## config.mk

```make
export PLATFORM = sky130hd
export DESIGN_NAME = hazard_scoreboard_unit_flat
export DESIGN_NICKNAME = d
export VERILOG_FILES = /design/src/rtl/hazard_scoreboard_unit_if.sv /design/src/rtl/hazard_scoreboard_unit.sv /design/src/flat_wrapper.sv
export SDC_FILE = /design/constraint.sdc
export NUM_CORES = 1
export LEC_CHECK = 0
export BUFFER_PORTS_ARGS = -buffer_cell sky130_fd_sc_hd__buf_2
export CAP_MARGIN = 30
export CORE_ASPECT_RATIO = 0.7
export CORE_MARGIN = 2
export CORE_UTILIZATION = 51
export DETAILED_ROUTE_END_ITERATION = 12
export PLACE_DENSITY = 0.92
export SETUP_SLACK_MARGIN = 0.4
export SKIP_LAST_GASP = 1
export SYNTH_ARGS = -nofsm -noshare
export SYNTH_HDL_FRONTEND = slang
export SYNTH_SLANG_ARGS = --single-unit
```

## constraint.sdc

```tcl
create_clock -name clk -period 2.7 [get_ports clk]
set_input_delay 0.27 -clock clk [delete_from_list [all_inputs] [get_ports clk]]
set_output_delay 0.27 -clock clk [all_outputs]
set_load 0.02 [all_outputs]
```

## src/rtl/hazard_scoreboard_unit_if.sv

```systemverilog
// Hazard unit bundle: datapath-side pipeline state in,
// stall/flush/forward controls and MDU status out.
interface hazard_scoreboard_unit_if #(
  parameter int REG_W  = 5,
  parameter int PERF_W = 32
);
  logic [REG_W-1:0]  rs_d;
  logic [REG_W-1:0]  rt_d;
  logic [REG_W-1:0]  rs_e;
  logic [REG_W-1:0]  rt_e;
  logic [REG_W-1:0]  write_reg_e;
  logic [REG_W-1:0]  write_reg_m;
  logic [REG_W-1:0]  write_reg_wb;
  logic              reg_write_e;
  logic              reg_write_m;
  logic              reg_write_wb;
  logic [1:0]        mem_to_reg_e;
  logic [1:0]        mem_to_reg_m;
  logic [2:0]        branch_d;
  logic [1:0]        jump_d;
  logic              link_d;
  logic              hilo_d;
  logic              md_start_e;
  logic              md_div_e;
  logic              perf_clr;
  logic              stall_f;
  logic              stall_d;
  logic              flush_e;
  logic              forwardA_d;
  logic              forwardB_d;
  logic [1:0]        forwardA_e;
  logic [1:0]        forwardB_e;
  logic              forward_jr_f;
  logic              forward_jalr_f;
  logic              md_busy;
  logic              md_done;
  logic [PERF_W-1:0] stall_cnt;

  modport master (
    output rs_d, rt_d, rs_e, rt_e,
    output write_reg_e, write_reg_m, write_reg_wb,
    output reg_write_e, reg_write_m, reg_write_wb,
    output mem_to_reg_e, mem_to_reg_m,
    output branch_d, jump_d, link_d, hilo_d,
    output md_start_e, md_div_e, perf_clr,
    input  stall_f, stall_d, flush_e,
    input  forwardA_d, forwardB_d,
    input  forwardA_e, forwardB_e,
    input  forward_jr_f, forward_jalr_f,
    input  md_busy, md_done, stall_cnt
  );

  modport slave (
    input  rs_d, rt_d, rs_e, rt_e,
    input  write_reg_e, write_reg_m, write_reg_wb,
    input  reg_write_e, reg_write_m, reg_write_wb,
    input  mem_to_reg_e, mem_to_reg_m,
    input  branch_d, jump_d, link_d, hilo_d,
    input  md_start_e, md_div_e, perf_clr,
    output stall_f, stall_d, flush_e,
    output forwardA_d, forwardB_d,
    output forwardA_e, forwardB_e,
    output forward_jr_f, forward_jalr_f,
    output md_busy, md_done, stall_cnt
  );
endinterface

```

## src/rtl/hazard_scoreboard_unit.sv

```systemverilog
// MIPS32 hazard unit: forwarding, load/HI-LO/branch stalls,
// multi-cycle MDU scoreboard and saturating stall counter.
module hazard_scoreboard_unit #(
  parameter int REG_W    = 5,
  parameter int MULT_LAT = 4,
  parameter int DIV_LAT  = 32,
  parameter int CNT_W    = 6,
  parameter int PERF_W   = 32
) (
  input logic clk,
  input logic rst,
  hazard_scoreboard_unit_if.slave hz
);
  localparam logic [REG_W-1:0] R0 = {REG_W{1'b0}};

  logic [CNT_W-1:0] md_cnt;
  logic hit_e, hit_m, dep_e, dep_m;
  logic lw_stall, mf_stall, br_stall, md_stall;
  logic stall;

  function automatic logic [1:0] fwd_e(
    input logic [REG_W-1:0] src
  );
    if (src != R0 && hz.reg_write_m &&
        src == hz.write_reg_m)
      return 2'b10;
    else if (src != R0 && hz.reg_write_wb &&
             src == hz.write_reg_wb)
      return 2'b01;
    else
      return 2'b00;
  endfunction

  assign hz.forwardA_e = fwd_e(hz.rs_e);
  assign hz.forwardB_e = fwd_e(hz.rt_e);

  assign hz.forwardA_d = hz.rs_d != R0 &&
    hz.reg_write_m && hz.rs_d == hz.write_reg_m;
  assign hz.forwardB_d = hz.rt_d != R0 &&
    hz.reg_write_m && hz.rt_d == hz.write_reg_m;

  assign hit_e = hz.rs_d == hz.write_reg_e ||
                 hz.rt_d == hz.write_reg_e;
  assign hit_m = hz.rs_d == hz.write_reg_m ||
                 hz.rt_d == hz.write_reg_m;
  assign dep_e = hz.reg_write_e &&
    hz.write_reg_e != R0 && hit_e;
  assign dep_m = hz.mem_to_reg_m != 2'b00 &&
    hz.write_reg_m != R0 && hit_m;

  assign lw_stall = hz.mem_to_reg_e == 2'b01 && dep_e;
  assign mf_stall = hz.mem_to_reg_e[1] && dep_e;
  assign br_stall = hz.branch_d != 3'b000 &&
    (dep_e || dep_m);
  // start cycle stalls too: counter is not loaded yet
  assign md_stall = hz.hilo_d &&
    (hz.md_busy || hz.md_start_e);

  assign stall = lw_stall | mf_stall |
                 br_stall | md_stall;
  assign hz.stall_f = stall;
  assign hz.stall_d = stall;
  assign hz.flush_e = stall;

  assign hz.forward_jr_f = hz.jump_d == 2'b10 &&
    !hz.link_d && hz.mem_to_reg_m == 2'b01 &&
    hz.rs_d == hz.write_reg_m && hz.rs_d != R0;
  assign hz.forward_jalr_f = hz.jump_d == 2'b10 &&
    hz.link_d && hz.reg_write_e &&
    hz.rs_d == hz.write_reg_e && hz.rs_d != R0;

  assign hz.md_busy = md_cnt != '0;

  always_ff @(posedge clk or posedge rst) begin
    if (rst) begin
      md_cnt     <= '0;
      hz.md_done <= 1'b0;
    end else begin
      if (md_cnt == '0 && hz.md_start_e)
        md_cnt <= hz.md_div_e ? CNT_W'(DIV_LAT)
                              : CNT_W'(MULT_LAT);
      else if (md_cnt != '0)
        md_cnt <= md_cnt - 1'b1;
      hz.md_done <= md_cnt == CNT_W'(1);
    end
  end

  always_ff @(posedge clk or posedge rst) begin
    if (rst)
      hz.stall_cnt <= '0;
    else if (hz.perf_clr)
      hz.stall_cnt <= '0;
    else if (stall && hz.stall_cnt != {PERF_W{1'b1}})
      hz.stall_cnt <= hz.stall_cnt + 1'b1;
  end
endmodule

```

## src/flat_wrapper.sv

```systemverilog
// flat-port wrapper written by rule: the top's interface ports become plain ports
module hazard_scoreboard_unit_flat 
#(
  parameter int REG_W    = 5,
  parameter int MULT_LAT = 4,
  parameter int DIV_LAT  = 32,
  parameter int CNT_W    = 6,
  parameter int PERF_W   = 32
)
  (clk, rst, hz_rs_d, hz_rt_d, hz_rs_e, hz_rt_e, hz_write_reg_e, hz_write_reg_m, hz_write_reg_wb, hz_reg_write_e, hz_reg_write_m, hz_reg_write_wb, hz_mem_to_reg_e, hz_mem_to_reg_m, hz_branch_d, hz_jump_d, hz_link_d, hz_hilo_d, hz_md_start_e, hz_md_div_e, hz_perf_clr, hz_stall_f, hz_stall_d, hz_flush_e, hz_forwardA_d, hz_forwardB_d, hz_forwardA_e, hz_forwardB_e, hz_forward_jr_f, hz_forward_jalr_f, hz_md_busy, hz_md_done, hz_stall_cnt);
  hazard_scoreboard_unit_if #(.REG_W(REG_W), .PERF_W(PERF_W)) hz_i ();
  input logic clk;
  input logic rst;
  input wire logic [$bits(hz_i.rs_d)-1:0] hz_rs_d;
  input wire logic [$bits(hz_i.rt_d)-1:0] hz_rt_d;
  input wire logic [$bits(hz_i.rs_e)-1:0] hz_rs_e;
  input wire logic [$bits(hz_i.rt_e)-1:0] hz_rt_e;
  input wire logic [$bits(hz_i.write_reg_e)-1:0] hz_write_reg_e;
  input wire logic [$bits(hz_i.write_reg_m)-1:0] hz_write_reg_m;
  input wire logic [$bits(hz_i.write_reg_wb)-1:0] hz_write_reg_wb;
  input wire logic [$bits(hz_i.reg_write_e)-1:0] hz_reg_write_e;
  input wire logic [$bits(hz_i.reg_write_m)-1:0] hz_reg_write_m;
  input wire logic [$bits(hz_i.reg_write_wb)-1:0] hz_reg_write_wb;
  input wire logic [$bits(hz_i.mem_to_reg_e)-1:0] hz_mem_to_reg_e;
  input wire logic [$bits(hz_i.mem_to_reg_m)-1:0] hz_mem_to_reg_m;
  input wire logic [$bits(hz_i.branch_d)-1:0] hz_branch_d;
  input wire logic [$bits(hz_i.jump_d)-1:0] hz_jump_d;
  input wire logic [$bits(hz_i.link_d)-1:0] hz_link_d;
  input wire logic [$bits(hz_i.hilo_d)-1:0] hz_hilo_d;
  input wire logic [$bits(hz_i.md_start_e)-1:0] hz_md_start_e;
  input wire logic [$bits(hz_i.md_div_e)-1:0] hz_md_div_e;
  input wire logic [$bits(hz_i.perf_clr)-1:0] hz_perf_clr;
  output wire logic [$bits(hz_i.stall_f)-1:0] hz_stall_f;
  output wire logic [$bits(hz_i.stall_d)-1:0] hz_stall_d;
  output wire logic [$bits(hz_i.flush_e)-1:0] hz_flush_e;
  output wire logic [$bits(hz_i.forwardA_d)-1:0] hz_forwardA_d;
  output wire logic [$bits(hz_i.forwardB_d)-1:0] hz_forwardB_d;
  output wire logic [$bits(hz_i.forwardA_e)-1:0] hz_forwardA_e;
  output wire logic [$bits(hz_i.forwardB_e)-1:0] hz_forwardB_e;
  output wire logic [$bits(hz_i.forward_jr_f)-1:0] hz_forward_jr_f;
  output wire logic [$bits(hz_i.forward_jalr_f)-1:0] hz_forward_jalr_f;
  output wire logic [$bits(hz_i.md_busy)-1:0] hz_md_busy;
  output wire logic [$bits(hz_i.md_done)-1:0] hz_md_done;
  output wire logic [$bits(hz_i.stall_cnt)-1:0] hz_stall_cnt;
  assign hz_i.rs_d = hz_rs_d;
  assign hz_i.rt_d = hz_rt_d;
  assign hz_i.rs_e = hz_rs_e;
  assign hz_i.rt_e = hz_rt_e;
  assign hz_i.write_reg_e = hz_write_reg_e;
  assign hz_i.write_reg_m = hz_write_reg_m;
  assign hz_i.write_reg_wb = hz_write_reg_wb;
  assign hz_i.reg_write_e = hz_reg_write_e;
  assign hz_i.reg_write_m = hz_reg_write_m;
  assign hz_i.reg_write_wb = hz_reg_write_wb;
  assign hz_i.mem_to_reg_e = hz_mem_to_reg_e;
  assign hz_i.mem_to_reg_m = hz_mem_to_reg_m;
  assign hz_i.branch_d = hz_branch_d;
  assign hz_i.jump_d = hz_jump_d;
  assign hz_i.link_d = hz_link_d;
  assign hz_i.hilo_d = hz_hilo_d;
  assign hz_i.md_start_e = hz_md_start_e;
  assign hz_i.md_div_e = hz_md_div_e;
  assign hz_i.perf_clr = hz_perf_clr;
  assign hz_stall_f = hz_i.stall_f;
  assign hz_stall_d = hz_i.stall_d;
  assign hz_flush_e = hz_i.flush_e;
  assign hz_forwardA_d = hz_i.forwardA_d;
  assign hz_forwardB_d = hz_i.forwardB_d;
  assign hz_forwardA_e = hz_i.forwardA_e;
  assign hz_forwardB_e = hz_i.forwardB_e;
  assign hz_forward_jr_f = hz_i.forward_jr_f;
  assign hz_forward_jalr_f = hz_i.forward_jalr_f;
  assign hz_md_busy = hz_i.md_busy;
  assign hz_md_done = hz_i.md_done;
  assign hz_stall_cnt = hz_i.stall_cnt;
  hazard_scoreboard_unit #(.REG_W(REG_W), .MULT_LAT(MULT_LAT), .DIV_LAT(DIV_LAT), .CNT_W(CNT_W), .PERF_W(PERF_W)) u_core (.clk(clk), .rst(rst), .hz(hz_i));
endmodule
```

Word-level counts from Yosys, hierarchy flattened
Index checks and enable logic that the tools add are counted.
{"block": "totals", "ff_bits": 39, "input_bits": 54}
{"block": "op_classes", "addsub": 2, "eq_ne": 13, "mux": 9, "bitwise": 3, "reduce_logical": 47}
{"operator": "$mux W32", "count": 2}
{"operator": "$eq A5 B5 Y1", "count": 8}
{"operator": "$add A32 B1 Y32 const B", "count": 1}
{"operator": "$ne A32 B32 Y1 const B", "count": 1}
{"operator": "$logic_and A1 B1 Y1", "count": 30}
{"operator": "$reduce_bool A5 Y1", "count": 6}
{"operator": "$mux W6", "count": 3}
{"operator": "$eq A6 B1 Y1 const B", "count": 1}
{"operator": "$logic_not A6 Y1", "count": 1}
{"operator": "$reduce_bool A2 Y1", "count": 3}
{"operator": "$reduce_bool A6 Y1", "count": 1}
{"operator": "$sub A6 B1 Y6 const B", "count": 1}
{"operator": "$eq A2 B1 Y1 const B", "count": 2}
{"operator": "$logic_or A1 B1 Y1", "count": 4}
{"operator": "$mux W2", "count": 2}
{"operator": "$or A1 B1 Y1", "count": 3}
{"operator": "$reduce_bool A3 Y1", "count": 1}
{"operator": "$eq A2 B2 Y1 const B", "count": 1}
{"operator": "$mux W1", "count": 2}
{"operator": "$logic_not A1 Y1", "count": 1}

Depth between registers and ports, before layout
{"block": "logic_depth", "word_depth": 10, "depth_mapped": 12, "mapped_depth_nobuf": 10}

Worst setup path after synthesis
No wires, ideal clock.
{"block": "synth_path", "path_kind": "reg2reg", "from": "reg u_core.hz.stall_cnt[0]", "to": "reg u_core.hz.stall_cnt[1]", "t_arrival_ps": 2153, "required_time_ps": 2576, "setup_slack_ps": 423, "stages_incl_launch_ff": 11, "path_buffers": 2, "synth_period_minus_slack_ps": 2277, "cell_sequence": "dfrtp_1 -> ha_1 -> inv_2 -> nor2_2 -> nand3_1 -> or3_4 -> nor2_2 -> buf_2 -> buf_2 -> nor2_1 -> mux2i_1"}
{"block": "synth_via", "elab_chain_cells": 3}
{"element": "from (decl)", "line": "hazard_scoreboard_unit_if.sv:64", "text": "output md_busy, md_done, stall_cnt"}
{"element": "from (signal assigned)", "line": "hazard_scoreboard_unit.sv:94", "text": "hz.stall_cnt <= hz.stall_cnt + 1'b1;"}
{"element": "$add A32 B1 Y32 / $ne A32 B32 Y1 (equally long branches)", "line": "hazard_scoreboard_unit.sv:94, hazard_scoreboard_unit.sv:93"}
{"element": "$mux W32 / $logic_and A1 B1 Y1 (equally long branches)", "line": "hazard_scoreboard_unit.sv:93", "text": "else if (stall && hz.stall_cnt != {PERF_W{1'b1}})"}
{"element": "$mux W32 / $reduce_bool A2 Y1 (equally long branches)"}
Several ways; a longest one is shown, not always the timed one. The select of a mux whose other input is x is not followed.
A chain may end at the register's enable or synchronous reset.

Final worst setup path
{"block": "layout_path", "from": "reg u_core.hz.stall_cnt[21]", "to": "reg u_core.hz.stall_cnt[25]"}
The elaborated chain is that of the path after synthesis.

==> impl_results.md <==
* Status: finished clean
* Fin crit period at 2190 ps
* Register-to-register setup slack at 510 ps
* Clk_lat worst skew at 300 ps
* Vias/cell at 5.97
* Detailed Route WL at 8330 um
* Initial Utilization at 54.2%
* Pre-Repair DR Iteration Count at 5
* Largest family of logic cells by synthesized area: simple AND/OR/NAND/NOR gates
* F_max at 457 MHz
* CTS H-tree depth at 2
* Register area share after synthesis at 33.5%
* Layout cells sized above 1 at 35.6%
* Final hold violation count at 0
* Post-DP HPWL at 6240 um
* Iter 0 DRT Violations at 205
* CP startpoint: u_core.hz.stall_cnt[21]
* GR Overflow Total at 0
* I/O Buffers at 98
* GP Congestion at 0.892
* Launch point of the worst reg-to-reg path: u_core.hz.stall_cnt[21]
* Met3 GRT Util at 5.13%
* Post-synth top flop: dfrtp_1
* Top post-synthesis cells by count: dfrtp_1, a21oi_1, xnor2_1
* Kind of critical path: reg2reg
* Adder-cell share of the synthesized area at 1.72%
* Syn Inst Count at 336
* CTS sink cnt at 39
* Synth area leader: dfrtp_1
* Clock network fraction of total power at 27.5%
* N_diodes at 0
* Unrepaired setup endpoints after global routing: true
* Synth top area share at 33.5%
* Antenna violations before repair at 0
* Placed instance area at 0.00343 sq mm
* Site Rows at 22
* Final worst path period share at 81.1%
* Reg-to-reg endpoint: u_core.hz.stall_cnt[25]
* NetSw at 0.545 mW
* Root Driver: clkbuf_8
* HP Class: in2async
* Die Span X at 94.3 um
* Worst setup SP type: register
* Hold Buf Count CTS at 0
* Max-slew violation count at 0
* Xor and xnor fraction of the mapped netlist area at 13.5%
* R2R cell count at 7
* Post-synth EDFFs at 0
* Fraction of power spent switching nets at 33.4%
* Busiest metal layer after global routing: met2
* First-pass GRT wire length at 13,000 um
* Syn Area/Cell at 8.67 sq um
* CTS tree: built
* Top delay family on crit path: simple AND/OR/NAND/NOR gates
* Detail Route Antenna Nets at 0
* Vias in the first global route at 2,747
* Area delta synth->final at 26.6%
* Max-cap viol count at 0
* Reg clk slew, reported paths at 80 ps
* Seq cells post-synth at 39
* Leak Pwr at 1.61 nW
* Compound-Gate Fraction of Synth Area at 15.4%
* Setup crit end kind: register
* Critical path data arrival time at 2340 ps
* Syn_nets at 394
* Max stage delay cell, worst path: or3_4
* Total Routing Usage GR at 26.3%
* Core Region at 0.00537 sq mm
* Met1 GRT Util at 38.4%
* Worst Path Required at 2850 ps
* Netlist cell types at 48
* Flop pwr share at 43.2%
* Worst-Margin Slew at 658 ps
* Final Skew at 3.13 ps
* Comb power frac at 29.4%
* Yosys synthesis warning count at 0
* Pin count of the biggest net entering global routing at 40
* Design Area, Final at 0.00369 sq mm
* Int Power at 1.09 mW
* Simple-Gate Fraction of Synth Area at 29.5%
* Final setup viols at 0
* Relative slew slack at 56.1%
* Num ports at 99
* Via count at 3,031
* Power density over the cells at 442 mW/mm^2
* Buf/Inv on CP at 1
* Worst Path Max Fanout at 20
* Crit path cell chain: and3_1, nand4_2, or3_4, nor2_2, buf_4, or4b_1, a21oi_1
* Die Area at 0.00634 sq mm
* Slowest Stage Delay on Critical Path at 480 ps
* Fin Setup TNS at 0 ps
* Avg WL per Cell at 16.4 um
* Clk buf depth at 2
* VDD IR max at 0.479 mV
* Cell Area, Synth at 0.00291 sq mm
* FFs w/ async S/R, synth at 100%
* DRC Markers at 0
* Die H at 67.2 um
* Nets at 493
* Synth top area cells: dfrtp_1, xnor2_1, xor2_1, a21oi_1, or4_1
* Total CTS buffers at 5
* Routing usage on met2 at 39.7%
* Multiplexer share of the synthesized area at 0.859%
* Most frequent cell after synthesis: dfrtp_1
* Levels on crit path at 7
==> per-layer routing <==
metal	up-vias	routed length, um	part of all wire [%]
met1	1450	3740	45
li1	1434	-	-
met3	16	579	6.9
met4	0	107	1.3
met2	131	3910	47
met5	-	0	0
==> logic make-up (layout without fill, tap and decap cells) <==
logic type / count (synthesis) / in the layout
fa+ha+maj: 4 / 4
mux: 2 / 2
flops: 39 / 39
xor+xnor: 45 / 45
simple gates: 146 / 146
buf+inv: 29 / 129
compound gates: 71 / 71
==> sequential cells by signal (all words and copies together) (netlist names) <==
register	flops
u_core.hz.md_done	1
u_core.md_cnt	6
u_core.hz.stall_cnt	32
==> what timing repair did <==
action | 4_1_cts | 5_1_grt
setup buffers | 4 | 2
endpoints found under the setup margin | 34 | 29
pin swaps | 1 | 4
gates resized for setup | 5 | 21
==> power groups by stage <==
stage | clock network [mW] | registers (mW) | logic [mW]
after floorplan | 0 | 0.701 | 0.283
after global placement | 0 | 0.705 | 0.392
after detailed placement | 0 | 0.706 | 0.409
after CTS | 0.449 | 0.688 | 0.455
after global routing | 0.477 | 0.712 | 0.525
final | 0.448 | 0.704 | 0.479
==> cell usage in the layout (no fill, tap or decap), drive strengths merged, types with 10 or more instances in the layout <==
cell / n
nor2: 22
xnor2: 27
a21oi: 32
nand2: 22
or4: 21
nand4: 10
o31ai: 17
dfrtp: 39
buf: 113
nand3: 21
xor2: 18
or3: 12
o21ai: 14
nor3: 11
==> worst register-to-register path, delay by kind of cell (launching register included) <==
family | cells | cell delay, ps
buffers and inverters | 1 | 250
DFF | 1 | 450
and+or+nand+nor | 5 | 1280
AOI/OAI and AO/OA | 1 | 70
==> metrics by stage <==
stage	utilization, %	setup slack, ps	power, mW	instances	hold WS [ps]
final	68.7	509	1.63	508	73.8
after global routing	68.7	379	1.71	508	147
after CTS	66.7	429	1.59	506	99.8
after detailed placement	63.9	129	1.11	494	418
after global placement	63.9	302	1.10	494	413
after floorplan	-	423	0.984	336	368
==> final cells by class <==
class	count	area, sq um
multi-input combinational	268	1870
fill	446	1680
sequential	39	978
timing repair buffer	113	611
clock buffer	8	100
tap	72	90.1
inverter	8	32.5
==> how the worst max path moves through the flow <==
stage | to
after CTS | u_core.hz.stall_cnt[24]
after floorplan | u_core.hz.stall_cnt[1]
after global placement | u_core.hz.stall_cnt[7]
after global routing | u_core.hz.stall_cnt[22]
final | u_core.hz.stall_cnt[25]
after detailed placement | u_core.hz.stall_cnt[6]
(Power assumes the default switching activity.)
